$ cat src/rtl/lsu_pkg.sv
// Shared LSU types: requester IDs, the request bundle and the arbiter state encoding.
package lsu_pkg;

    localparam int LSU_REQ_ID_W = 1;

    typedef logic [LSU_REQ_ID_W-1:0] lsu_id_t;

    localparam lsu_id_t LSU_ID_CORE = 1'b0;
    localparam lsu_id_t LSU_ID_DBG  = 1'b1;

    typedef struct packed {
        logic        rd;
        logic [3:0]  wr;
        logic [31:0] addr;
        logic [31:0] data;
    } lsu_req_t;

    typedef enum logic {
        ARB_IDLE,
        ARB_LOCKED
    } arb_state_e;

    // A request is live on either strobe; a write takes precedence over a read.
    function automatic logic req_active(input lsu_req_t r);
        return r.rd | (|r.wr);
    endfunction

endpackage

$ cat src/rtl/lsu_mem_arbiter_if.sv
// Bundle of both requester ports, both response ports and the shared data-memory port.
interface lsu_mem_arbiter_if;

    logic        req0_rd_i;
    logic [3:0]  req0_wr_i;
    logic [31:0] req0_addr_i;
    logic [31:0] req0_data_i;
    logic        req0_accept_o;
    logic        req1_rd_i;
    logic [3:0]  req1_wr_i;
    logic [31:0] req1_addr_i;
    logic [31:0] req1_data_i;
    logic        req1_accept_o;

    logic        resp0_ack_o;
    logic        resp0_error_o;
    logic        resp1_ack_o;
    logic        resp1_error_o;
    logic [31:0] resp_data_o;

    logic        mem_rd_o;
    logic [3:0]  mem_wr_o;
    logic [31:0] mem_addr_o;
    logic [31:0] mem_data_wr_o;
    logic        mem_accept_i;
    logic        mem_ack_i;
    logic        mem_error_i;
    logic [31:0] mem_data_rd_i;

    logic        spurious_o;

    modport slave (
        input  req0_rd_i, req0_wr_i, req0_addr_i, req0_data_i,
        input  req1_rd_i, req1_wr_i, req1_addr_i, req1_data_i,
        output req0_accept_o, req1_accept_o,
        output resp0_ack_o, resp0_error_o, resp1_ack_o, resp1_error_o, resp_data_o,
        output mem_rd_o, mem_wr_o, mem_addr_o, mem_data_wr_o,
        input  mem_accept_i, mem_ack_i, mem_error_i, mem_data_rd_i,
        output spurious_o
    );

    modport master (
        output req0_rd_i, req0_wr_i, req0_addr_i, req0_data_i,
        output req1_rd_i, req1_wr_i, req1_addr_i, req1_data_i,
        input  req0_accept_o, req1_accept_o,
        input  resp0_ack_o, resp0_error_o, resp1_ack_o, resp1_error_o, resp_data_o,
        input  mem_rd_o, mem_wr_o, mem_addr_o, mem_data_wr_o,
        output mem_accept_i, mem_ack_i, mem_error_i, mem_data_rd_i,
        input  spurious_o
    );

endinterface

$ cat src/rtl/lsu_tag_fifo.sv
// In-order FIFO of requester IDs for requests issued to memory but not yet acknowledged.
module lsu_tag_fifo #(
    parameter int WIDTH  = 1,
    parameter int DEPTH  = 4,
    parameter int ADDR_W = 2
) (
    input  logic             clk_i,
    input  logic             rst_i,
    input  logic             push_i,
    input  logic [WIDTH-1:0] push_data_i,
    output logic             accept_o,
    input  logic             pop_i,
    output logic [WIDTH-1:0] pop_data_o,
    output logic             valid_o
);

    logic [WIDTH-1:0]  mem_q [DEPTH];
    logic [ADDR_W-1:0] wr_ptr_q;
    logic [ADDR_W-1:0] rd_ptr_q;
    logic [ADDR_W:0]   count_q;
    logic              do_push;
    logic              do_pop;

    // Full/empty come from the registered count only, so a same-cycle pop never frees a slot early.
    assign accept_o   = (count_q != (ADDR_W+1)'(DEPTH));
    assign valid_o    = (count_q != '0);
    assign do_push    = push_i & accept_o;
    assign do_pop     = pop_i & valid_o;
    assign pop_data_o = mem_q[rd_ptr_q];

    always_ff @(posedge clk_i or posedge rst_i) begin
        if (rst_i) begin
            wr_ptr_q <= '0;
            rd_ptr_q <= '0;
            count_q  <= '0;
        end else begin
            if (do_push) begin
                wr_ptr_q <= wr_ptr_q + 1'b1;
            end
            if (do_pop) begin
                rd_ptr_q <= rd_ptr_q + 1'b1;
            end
            case ({do_push, do_pop})
                2'b10:   count_q <= count_q + 1'b1;
                2'b01:   count_q <= count_q - 1'b1;
                default: count_q <= count_q;
            endcase
        end
    end

    always_ff @(posedge clk_i) begin
        if (do_push) begin
            mem_q[wr_ptr_q] <= push_data_i;
        end
    end

endmodule

$ cat src/rtl/lsu_mem_arbiter.sv
// Round-robin arbiter sharing one data-memory port between the core LSU and the CSR/debug requester,
// with the grant locked until memory accepts and responses routed back in issue order.
module lsu_mem_arbiter #(
    parameter int OUTSTANDING = 4,
    parameter int TAG_ADDR_W  = 2
) (
    input  logic             clk_i,
    input  logic             rst_i,
    lsu_mem_arbiter_if.slave bus
);

    import lsu_pkg::*;

    arb_state_e state_q, state_d;
    lsu_id_t    last_grant_q, last_grant_d;
    lsu_id_t    lock_id_q, lock_id_d;
    lsu_id_t    grant_id;
    lsu_id_t    fifo_head;
    lsu_req_t   req0, req1, sel_req;
    logic       active0, active1;
    logic       have_grant, issue, done;
    logic       fifo_can_push, fifo_valid, ack_valid;
    logic       spurious_q;

    assign req0 = '{rd: bus.req0_rd_i, wr: bus.req0_wr_i, addr: bus.req0_addr_i, data: bus.req0_data_i};
    assign req1 = '{rd: bus.req1_rd_i, wr: bus.req1_wr_i, addr: bus.req1_addr_i, data: bus.req1_data_i};
    assign active0 = req_active(req0);
    assign active1 = req_active(req1);

    always_ff @(posedge clk_i or posedge rst_i) begin
        if (rst_i) begin
            state_q      <= ARB_IDLE;
            last_grant_q <= LSU_ID_DBG;
            lock_id_q    <= LSU_ID_CORE;
            spurious_q   <= 1'b0;
        end else begin
            state_q      <= state_d;
            last_grant_q <= last_grant_d;
            lock_id_q    <= lock_id_d;
            spurious_q   <= spurious_q | (bus.mem_ack_i & ~fifo_valid);
        end
    end

    // Any pick that does not complete this cycle (memory stall or full tag FIFO) locks the grant.
    always_comb begin
        state_d      = state_q;
        last_grant_d = last_grant_q;
        lock_id_d    = lock_id_q;
        have_grant   = 1'b0;
        grant_id     = lock_id_q;
        case (state_q)
            ARB_IDLE: begin
                if (active0 | active1) begin
                    have_grant = 1'b1;
                    if (active0 & active1) begin
                        grant_id = ~last_grant_q;
                    end else begin
                        grant_id = active1 ? LSU_ID_DBG : LSU_ID_CORE;
                    end
                    last_grant_d = grant_id;
                end
            end
            ARB_LOCKED: begin
                have_grant = 1'b1;
            end
            default: begin
                have_grant = 1'b0;
            end
        endcase
        issue = have_grant & fifo_can_push & ~rst_i;
        done  = issue & bus.mem_accept_i;
        if (done) begin
            state_d = ARB_IDLE;
        end else if (have_grant) begin
            state_d   = ARB_LOCKED;
            lock_id_d = grant_id;
        end
    end

    assign sel_req = (grant_id == LSU_ID_DBG) ? req1 : req0;

    assign bus.mem_rd_o      = issue & sel_req.rd & ~(|sel_req.wr);
    assign bus.mem_wr_o      = issue ? sel_req.wr : 4'b0000;
    assign bus.mem_addr_o    = issue ? sel_req.addr : 32'h0;
    assign bus.mem_data_wr_o = issue ? sel_req.data : 32'h0;
    assign bus.req0_accept_o = done & (grant_id == LSU_ID_CORE);
    assign bus.req1_accept_o = done & (grant_id == LSU_ID_DBG);

    lsu_tag_fifo #(
        .WIDTH  (LSU_REQ_ID_W),
        .DEPTH  (OUTSTANDING),
        .ADDR_W (TAG_ADDR_W)
    ) u_tag_fifo (
        .clk_i       (clk_i),
        .rst_i       (rst_i),
        .push_i      (done),
        .push_data_i (grant_id),
        .accept_o    (fifo_can_push),
        .pop_i       (ack_valid),
        .pop_data_o  (fifo_head),
        .valid_o     (fifo_valid)
    );

    // Acks with nothing outstanding are dropped here and only recorded in the sticky flag.
    assign ack_valid         = bus.mem_ack_i & fifo_valid & ~rst_i;
    assign bus.resp0_ack_o   = ack_valid & (fifo_head == LSU_ID_CORE);
    assign bus.resp1_ack_o   = ack_valid & (fifo_head == LSU_ID_DBG);
    assign bus.resp0_error_o = bus.resp0_ack_o & bus.mem_error_i;
    assign bus.resp1_error_o = bus.resp1_ack_o & bus.mem_error_i;
    assign bus.resp_data_o   = rst_i ? 32'h0 : bus.mem_data_rd_i;
    assign bus.spurious_o    = spurious_q;

endmodule
$ cat src/flat_wrapper.sv
// flat-port wrapper written by rule: the top's interface ports become plain ports
module lsu_mem_arbiter_flat import lsu_pkg::*;
#(
    parameter int OUTSTANDING = 4,
    parameter int TAG_ADDR_W  = 2
)
  (clk_i, rst_i, bus_req0_rd_i, bus_req0_wr_i, bus_req0_addr_i, bus_req0_data_i, bus_req1_rd_i, bus_req1_wr_i, bus_req1_addr_i, bus_req1_data_i, bus_req0_accept_o, bus_req1_accept_o, bus_resp0_ack_o, bus_resp0_error_o, bus_resp1_ack_o, bus_resp1_error_o, bus_resp_data_o, bus_mem_rd_o, bus_mem_wr_o, bus_mem_addr_o, bus_mem_data_wr_o, bus_mem_accept_i, bus_mem_ack_i, bus_mem_error_i, bus_mem_data_rd_i, bus_spurious_o);
  lsu_mem_arbiter_if bus_i ();
  input  logic clk_i;
  input  logic rst_i;
  input wire logic [$bits(bus_i.req0_rd_i)-1:0] bus_req0_rd_i;
  input wire logic [$bits(bus_i.req0_wr_i)-1:0] bus_req0_wr_i;
  input wire logic [$bits(bus_i.req0_addr_i)-1:0] bus_req0_addr_i;
  input wire logic [$bits(bus_i.req0_data_i)-1:0] bus_req0_data_i;
  input wire logic [$bits(bus_i.req1_rd_i)-1:0] bus_req1_rd_i;
  input wire logic [$bits(bus_i.req1_wr_i)-1:0] bus_req1_wr_i;
  input wire logic [$bits(bus_i.req1_addr_i)-1:0] bus_req1_addr_i;
  input wire logic [$bits(bus_i.req1_data_i)-1:0] bus_req1_data_i;
  output wire logic [$bits(bus_i.req0_accept_o)-1:0] bus_req0_accept_o;
  output wire logic [$bits(bus_i.req1_accept_o)-1:0] bus_req1_accept_o;
  output wire logic [$bits(bus_i.resp0_ack_o)-1:0] bus_resp0_ack_o;
  output wire logic [$bits(bus_i.resp0_error_o)-1:0] bus_resp0_error_o;
  output wire logic [$bits(bus_i.resp1_ack_o)-1:0] bus_resp1_ack_o;
  output wire logic [$bits(bus_i.resp1_error_o)-1:0] bus_resp1_error_o;
  output wire logic [$bits(bus_i.resp_data_o)-1:0] bus_resp_data_o;
  output wire logic [$bits(bus_i.mem_rd_o)-1:0] bus_mem_rd_o;
  output wire logic [$bits(bus_i.mem_wr_o)-1:0] bus_mem_wr_o;
  output wire logic [$bits(bus_i.mem_addr_o)-1:0] bus_mem_addr_o;
  output wire logic [$bits(bus_i.mem_data_wr_o)-1:0] bus_mem_data_wr_o;
  input wire logic [$bits(bus_i.mem_accept_i)-1:0] bus_mem_accept_i;
  input wire logic [$bits(bus_i.mem_ack_i)-1:0] bus_mem_ack_i;
  input wire logic [$bits(bus_i.mem_error_i)-1:0] bus_mem_error_i;
  input wire logic [$bits(bus_i.mem_data_rd_i)-1:0] bus_mem_data_rd_i;
  output wire logic [$bits(bus_i.spurious_o)-1:0] bus_spurious_o;
  assign bus_i.req0_rd_i = bus_req0_rd_i;
  assign bus_i.req0_wr_i = bus_req0_wr_i;
  assign bus_i.req0_addr_i = bus_req0_addr_i;
  assign bus_i.req0_data_i = bus_req0_data_i;
  assign bus_i.req1_rd_i = bus_req1_rd_i;
  assign bus_i.req1_wr_i = bus_req1_wr_i;
  assign bus_i.req1_addr_i = bus_req1_addr_i;
  assign bus_i.req1_data_i = bus_req1_data_i;
  assign bus_req0_accept_o = bus_i.req0_accept_o;
  assign bus_req1_accept_o = bus_i.req1_accept_o;
  assign bus_resp0_ack_o = bus_i.resp0_ack_o;
  assign bus_resp0_error_o = bus_i.resp0_error_o;
  assign bus_resp1_ack_o = bus_i.resp1_ack_o;
  assign bus_resp1_error_o = bus_i.resp1_error_o;
  assign bus_resp_data_o = bus_i.resp_data_o;
  assign bus_mem_rd_o = bus_i.mem_rd_o;
  assign bus_mem_wr_o = bus_i.mem_wr_o;
  assign bus_mem_addr_o = bus_i.mem_addr_o;
  assign bus_mem_data_wr_o = bus_i.mem_data_wr_o;
  assign bus_i.mem_accept_i = bus_mem_accept_i;
  assign bus_i.mem_ack_i = bus_mem_ack_i;
  assign bus_i.mem_error_i = bus_mem_error_i;
  assign bus_i.mem_data_rd_i = bus_mem_data_rd_i;
  assign bus_spurious_o = bus_i.spurious_o;
  lsu_mem_arbiter #(.OUTSTANDING(OUTSTANDING), .TAG_ADDR_W(TAG_ADDR_W)) u_core (.clk_i(clk_i), .rst_i(rst_i), .bus(bus_i));
endmodule
$ cat config.mk
export PLATFORM = sky130hd
export DESIGN_NAME = lsu_mem_arbiter_flat
export DESIGN_NICKNAME = d
export VERILOG_FILES = /design/src/rtl/lsu_pkg.sv /design/src/rtl/lsu_mem_arbiter_if.sv /design/src/rtl/lsu_tag_fifo.sv /design/src/rtl/lsu_mem_arbiter.sv /design/src/flat_wrapper.sv
export SDC_FILE = /design/constraint.sdc
export NUM_CORES = 1
export LEC_CHECK = 0
export BUFFER_PORTS_ARGS = -buffer_cell sky130_fd_sc_hd__buf_2
export CAP_MARGIN = 40
export CORE_AREA = 2 2 110 112
export DETAILED_ROUTE_END_ITERATION = 6
export DIE_AREA = 0 0 112 114
export GPL_TIMING_DRIVEN = 0
export PLACE_DENSITY = 0.54
export SETUP_SLACK_MARGIN = 0.3
export SLEW_MARGIN = 20
export SYNTH_ARGS = -nofsm -noshare
export SYNTH_HDL_FRONTEND = slang
export SYNTH_SLANG_ARGS = --single-unit
export TNS_END_PERCENT = 50
$ cat constraint.sdc
create_clock -name clk_i -period 4.75 [get_ports clk_i]
set_input_delay 0.2375 -clock clk_i [delete_from_list [all_inputs] [get_ports clk_i]]
set_output_delay 0.2375 -clock clk_i [all_outputs]
set_load 0.03 [all_outputs]
* Word level (Yosys, flattened, before mapping)
Memories as Yosys holds them, arrays and structs flattened. Index checks and enable logic that the tools add are counted.
Cells by class: reduce and logical (&&, ||, !) cells 8, eq/ne operators 3, $add $sub $neg 4, multiplexer cells 16, bitwise logic cells 29
Operators by type and width (number):
- 32-bit two-way mux | 3
- 69-bit two-way mux | 1
- 1-bit bitwise AND | 17
- 4-bit OR reduction | 3
- 1-bit two-way mux | 9
- 1-bit inverter | 8
- 3-bit case mux with 2 select lines | 1
- 2-bit by 1-bit adder with 2-bit output, second input constant | 2
- 4-bit two-way mux | 1
- 1-bit OR | 4
- 2-bit AND reduction | 2
- 2-bit nonzero test | 2
- 3-bit by 1-bit adder with 3-bit output, second input constant | 1
- 3-bit inequality test, second input constant | 1
- 3-bit nonzero test | 1
- 3-bit by 1-bit subtractor with 3-bit output, second input constant | 1
- 2-bit by 1-bit == test with 1-bit output, second input constant | 1
- 2-bit == test, second input constant | 1
- 1-bit case mux with 2 select lines | 1
Storage, ports and cells: input port bits 175, register bits 11, memory bits (writable) 4, word-level logic and storage cells 68, memories 1
Memories:
- u_core.u_tag_fifo.mem_q | words 4, bits a word 1, read ports 1, clocked after memory_dff 0, wr ports 1, line lsu_tag_fifo.sv:17 | logic [WIDTH-1:0] mem_q [DEPTH];

* Logic depth before layout (Yosys ltp)
word-level depth 11, depth in mapped cells 9, gate-level depth less buffers 9

* Modules after synthesis
From an unflattened synthesis, not the netlist that was laid out.
Unflattened totals: cells, all modules 392, area, all modules 3031.7 µm²
Modules (own cells, without submodules):
- lsu_mem_arbiter | seq. area each 101.3 µm², times used 1, area an instance 2453.6 µm², cells each 348
- lsu_tag_fifo | seq. area each 295.3 µm², times used 1, area an instance 578.1 µm², cells each 44

* Least setup slack after synthesis
No wires, ideal clock.
path type input -> register, start input bus_req0_wr_i[1], end register u_core.u_tag_fifo.count_q[2], setup slack 2.658 ns, path buffers 0, cell stages on the path 9, arrival time 2.013 ns, path through nor4_2 > nand4_1 > nand3_1 > ha_1 > inv_1 > fa_1 > xor2_1 > nor2_1 > xor2_1
Between the ends: longest elaborated chain between the ends 11
Ends and longest elaborated chain:
- start: declaration | line flat_wrapper.sv:12 | input wire logic [$bits(bus_i.req0_wr_i)-1:0] bus_req0_wr_i;
- 4-bit OR reduction * | line lsu_pkg.sv:25 | return r.rd | (|r.wr);
- 1-bit OR * | line lsu_pkg.sv:25
- 1-bit OR * | line lsu_mem_arbiter.sv:53 | if (active0 | active1) begin
- 1-bit two-way mux * | line lsu_mem_arbiter.sv:53
- 1-bit case mux with 2 select lines * | line lsu_mem_arbiter.sv:51 | case (state_q)
- 1-bit bitwise AND * (2 in series) | line lsu_mem_arbiter.sv:70 | issue = have_grant & fifo_can_push & ~rst_i;
- 1-bit bitwise AND * | line lsu_mem_arbiter.sv:71 | done = issue & bus.mem_accept_i;
- 1-bit bitwise AND * | line lsu_tag_fifo.sv:27 | assign do_push = push_i & accept_o;
- 2-bit by 1-bit == test with 1-bit output or 2-bit == test (tied branches) | line lsu_tag_fifo.sv:43 | case ({do_push, do_pop})
- 3-bit case mux with 2 select lines or 2-bit nonzero test (tied branches)
- end signal: assignment | line lsu_tag_fifo.sv:44 | 2'b10: count_q <= count_q + 1'b1;
- end signal: assignment | line lsu_tag_fifo.sv:45 | 2'b01: count_q <= count_q - 1'b1;
- end signal: assignment | line lsu_tag_fifo.sv:46 | default: count_q <= count_q;
- end: declaration | line lsu_tag_fifo.sv:20 | logic [ADDR_W:0] count_q;
Mark *: on every way between the ends. The rest lies on a longest branch, timed or not. A chain may end at the register's enable or synchronous reset.

* Worst setup path after layout
start register u_core.u_tag_fifo.count_q[0], end output bus_mem_data_wr_o[1]
Between the ends: longest elaborated chain between the ends 4
Ends and longest elaborated chain:
- 3-bit inequality test | line lsu_tag_fifo.sv:25 | assign accept_o = (count_q != (ADDR_W+1)'(DEPTH));
- 1-bit bitwise AND (2 in series) | line lsu_mem_arbiter.sv:70
- 32-bit two-way mux | line lsu_mem_arbiter.sv:85 | assign bus.mem_data_wr_o = issue ? sel_req.data : 32'h0;
- end: declaration | line flat_wrapper.sv:29 | output wire logic [$bits(bus_i.mem_data_wr_o)-1:0] bus_mem_data_wr_o;
Every way passes these cells.

==> results.ini <==
[final_layout]
drive_gt1_share_pct=48.3
area_delta_synth_final_pct=63.8
final_cells=782
final_nets=816
fill_cells=1289

[worst_setup_path]
critPathArrivalTime_ns=2.39
critPathBufInv=4
critPathMaxFanout=10
worst_ep_required_time_ns=4.51
start_kind=register
end_kind=output port
r2r_cells=9
reg2reg_slack_ns=2.58
cpPeakStageDelay_ns=0.49
r2r_end=u_core.u_tag_fifo.count_q[2]
reg2reg_from=u_core.state_q
crit_family=buffers and inverters
path_cells=inv_2, a31oi_2, buf_2, clkbuf_1, nand3_1, mux2i_1, buf_2
crit_top_cell=buf_2
critPathKind=reg -> out
cp_slowest_cell=clkbuf_1

[clock_network]
clock_path_buffers=2
cts_tree=done
clk_latency_ns=0.24
cts_root_buf=clkbuf_16
cts.repair.resized=0
numCtsBuffers=3
htreeDepth=1
clkTransAtPathRegs_ns=0.05
ctsHoldBuffers=0
cts.sinks=15
post_cts_buffers=0

[status]
outcome=finished, final reports clean

[route]
vias_per_cell=4.79
routedWlPerCell_um=14.6
first_pass_iters=6
ant_nets=0
drt-initial-drc-count=150
drt_wl_total_mm=11.5
via_count=3749
drc=0

[floorplanning]
num_io_pins=283
core_area_um2=11700
dieHeight_um=114
start_util_pct=22.4
dieArea_um2=12800
num_rows=40
die_w_um=112

[synthesis]
ys_seq_elements=15
syn_area_per_cell_um2=7.51
synth_nets=530
postSynthCellCount=349
synth_cell_types=34
synth-seq-area-share_pct=15.1
netlist_area_um2=2620
ys_warn_count=0

[pwr]
power_density_nw_per_um2=442
power_leakage_uw=0.00250
ir_worst_vdd_uv=217
total_power_uw=1900

[global_routing]
grt_pass1_wl_mm=18.0
grt_use_total_pct=16.8
grt_max_degree=14
gr-total-overflow=0
antenna_found_initial=1
grt_pass1_vias=3680

[flow_run]
drv_cap=0

[sta]
rsz0062_at_grt=false
setup_viol=0
finalClockSkew_ns=0.00280
finalCriticalPeriod_ns=2.62
fin_ws_ns=2.13
period_share_pct=55.2
hold_viol=0
max-slew-margin-rel_pct=61.1
tns_ns=0
tightest_slew_ns=0.584
clock.fmax_mhz=381
maxSlewViolCount=0

[hold_path]
hold_path_depth=2
hp-start=bus_mem_ack_i
hold_end=u_core.bus.spurious_o
min_path_type=in -> reg

[placed_design]
routabilityCongestion=0.900
portBuffers=281
post-place-ws_ns=2.25
placed_cells=777
dp_hpwl_mm=9.51

## logic make-up (layout without fill, tap and decap cells)
kind of cell / count (synthesis) / in the layout / synth area share, %
XOR/XNOR: 6 / 6 / 2.00
multiplexers: 74 / 74 / 28.9
AND/OR/NAND/NOR: 191 / 191 / 39.4
buffers and inverters: 50 / 335 / 9.45
AO/OA/AOI/OAI: 7 / 7 / 2.05
adder cells (fa/ha/maj): 6 / 6 / 3.15
flip-flops: 15 / 15 / 15.1
other: 0 / 1 / 0
## synthesized netlist by cell type
library cell	count	area share, %
nand3_1	139	27
mux2i_1	70	27
nor2b_1	34	8.1
clkbuf_1	23	3.3
dfrtp_1	10	9.5
buf_1	8	1.1
buf_6	7	3.0
inv_1	6	0.86
and3_1	5	1.2
ha_1	5	2.4
edfxtp_1	4	4.6
nor2_1	4	0.57
buf_2	3	0.57
xnor2_1	3	1.0
xor2_1	3	1.0
a21o_1	2	0.57
a21oi_1	2	0.38
and2_1	2	0.48
inv_2	2	0.29
mux2_2	2	0.86
nand2_1	2	0.29
a21boi_0	1	0.29
a31oi_2	1	0.48
buf_4	1	0.29
dfstp_2	1	1.0
fa_1	1	0.76
mux2_1	1	0.43
mux4_2	1	0.86
nand4_1	1	0.24
nor3_1	1	0.19
nor3b_2	1	0.48
nor4_2	1	0.48
nor4_4	1	0.81
o22a_1	1	0.33
## per-stage QoR
stage | util, % | hold WS [ns] | cell area, µm²
2_1_floorplan | - | 0.354 | 2620
3_3_place_gp | 36.0 | 0.455 | 4210
3_5_place_dp | 36.0 | 0.443 | 4210
4_1_cts | 36.7 | 0.212 | 4290
5_1_grt | 36.7 | 0.227 | 4300
6_report | 36.7 | 0.213 | 4300
## routing by layer
| metal | share of wire (%) | GRT usage [%] |
|---|---|---|
| met2 | 53 | 33.5 |
| met4 | 0.76 | 2.52 |
| met1 | 38 | 19.1 |
| met5 | 0 | 0 |
| met3 | 8.1 | 2.92 |
## worst max path at each step
| stage | slack [ns] | end | depth (start not counted) | from |
|---|---|---|---|---|
| final | 2.13 | bus_mem_data_wr_o[1] | 7 | u_core.u_tag_fifo.count_q[0] |
| after global routing | 1.87 | bus_mem_wr_o[3] | 7 | u_core.u_tag_fifo.count_q[0] |
| after CTS | 2.01 | bus_mem_wr_o[3] | 7 | u_core.u_tag_fifo.count_q[0] |
| after detailed placement | 2.25 | u_core.u_tag_fifo.count_q[2] | 10 | bus_req0_wr_i[1] |
| after global placement | 2.30 | bus_mem_data_wr_o[0] | 7 | rst_i |
| after floorplan | 2.66 | u_core.u_tag_fifo.count_q[2] | 9 | bus_req0_wr_i[1] |
## sequential cells by signal (all words and copies together), names as in the netlist
register                    cells
u_core.bus.spurious_o           1
u_core.last_grant_q             1
u_core.lock_id_q                1
u_core.state_q                  1
u_core.u_tag_fifo.count_q       3
u_core.u_tag_fifo.mem_q         4
u_core.u_tag_fifo.rd_ptr_q      2
u_core.u_tag_fifo.wr_ptr_q      2
## report_power, final
group          internal [µW]  switching, µW
Clock                    112           49.3
Sequential               190           39.6
Combinational            557            951
## area by class of cell
type	instances	area, µm²	area share, %
Antenna cell	1	2.50	0.0583
Buffer	42	218	5.07
Clock buffer	3	75.1	1.75
Clock inverter	1	5.00	0.117
Inverter	8	30.0	0.699
Multi-Input combinational cell	284	1980	46.1
Sequential cell	15	397	9.23
Tap cell	147	184	4.28
Timing Repair Buffer	281	1410	32.7
## layout by cell type (no fill, tap or decap), types with 3 or more instances in the layout
master / synthesis / final
nand3_1: 139 / 139
mux2i_1: 70 / 70
buf_6: 7 / 7
clkbuf_1: 23 / 23
inv_1: 6 / 6
nor2_1: 4 / 4
buf_2: 3 / 284
xnor2_1: 3 / 3
buf_1: 8 / 8
xor2_1: 3 / 3
nor2b_1: 34 / 34
dfrtp_1: 10 / 10
ha_1: 5 / 5
edfxtp_1: 4 / 4
clkbuf_16: 0 / 3
and3_1: 5 / 5
(Power assumes the default switching activity.)
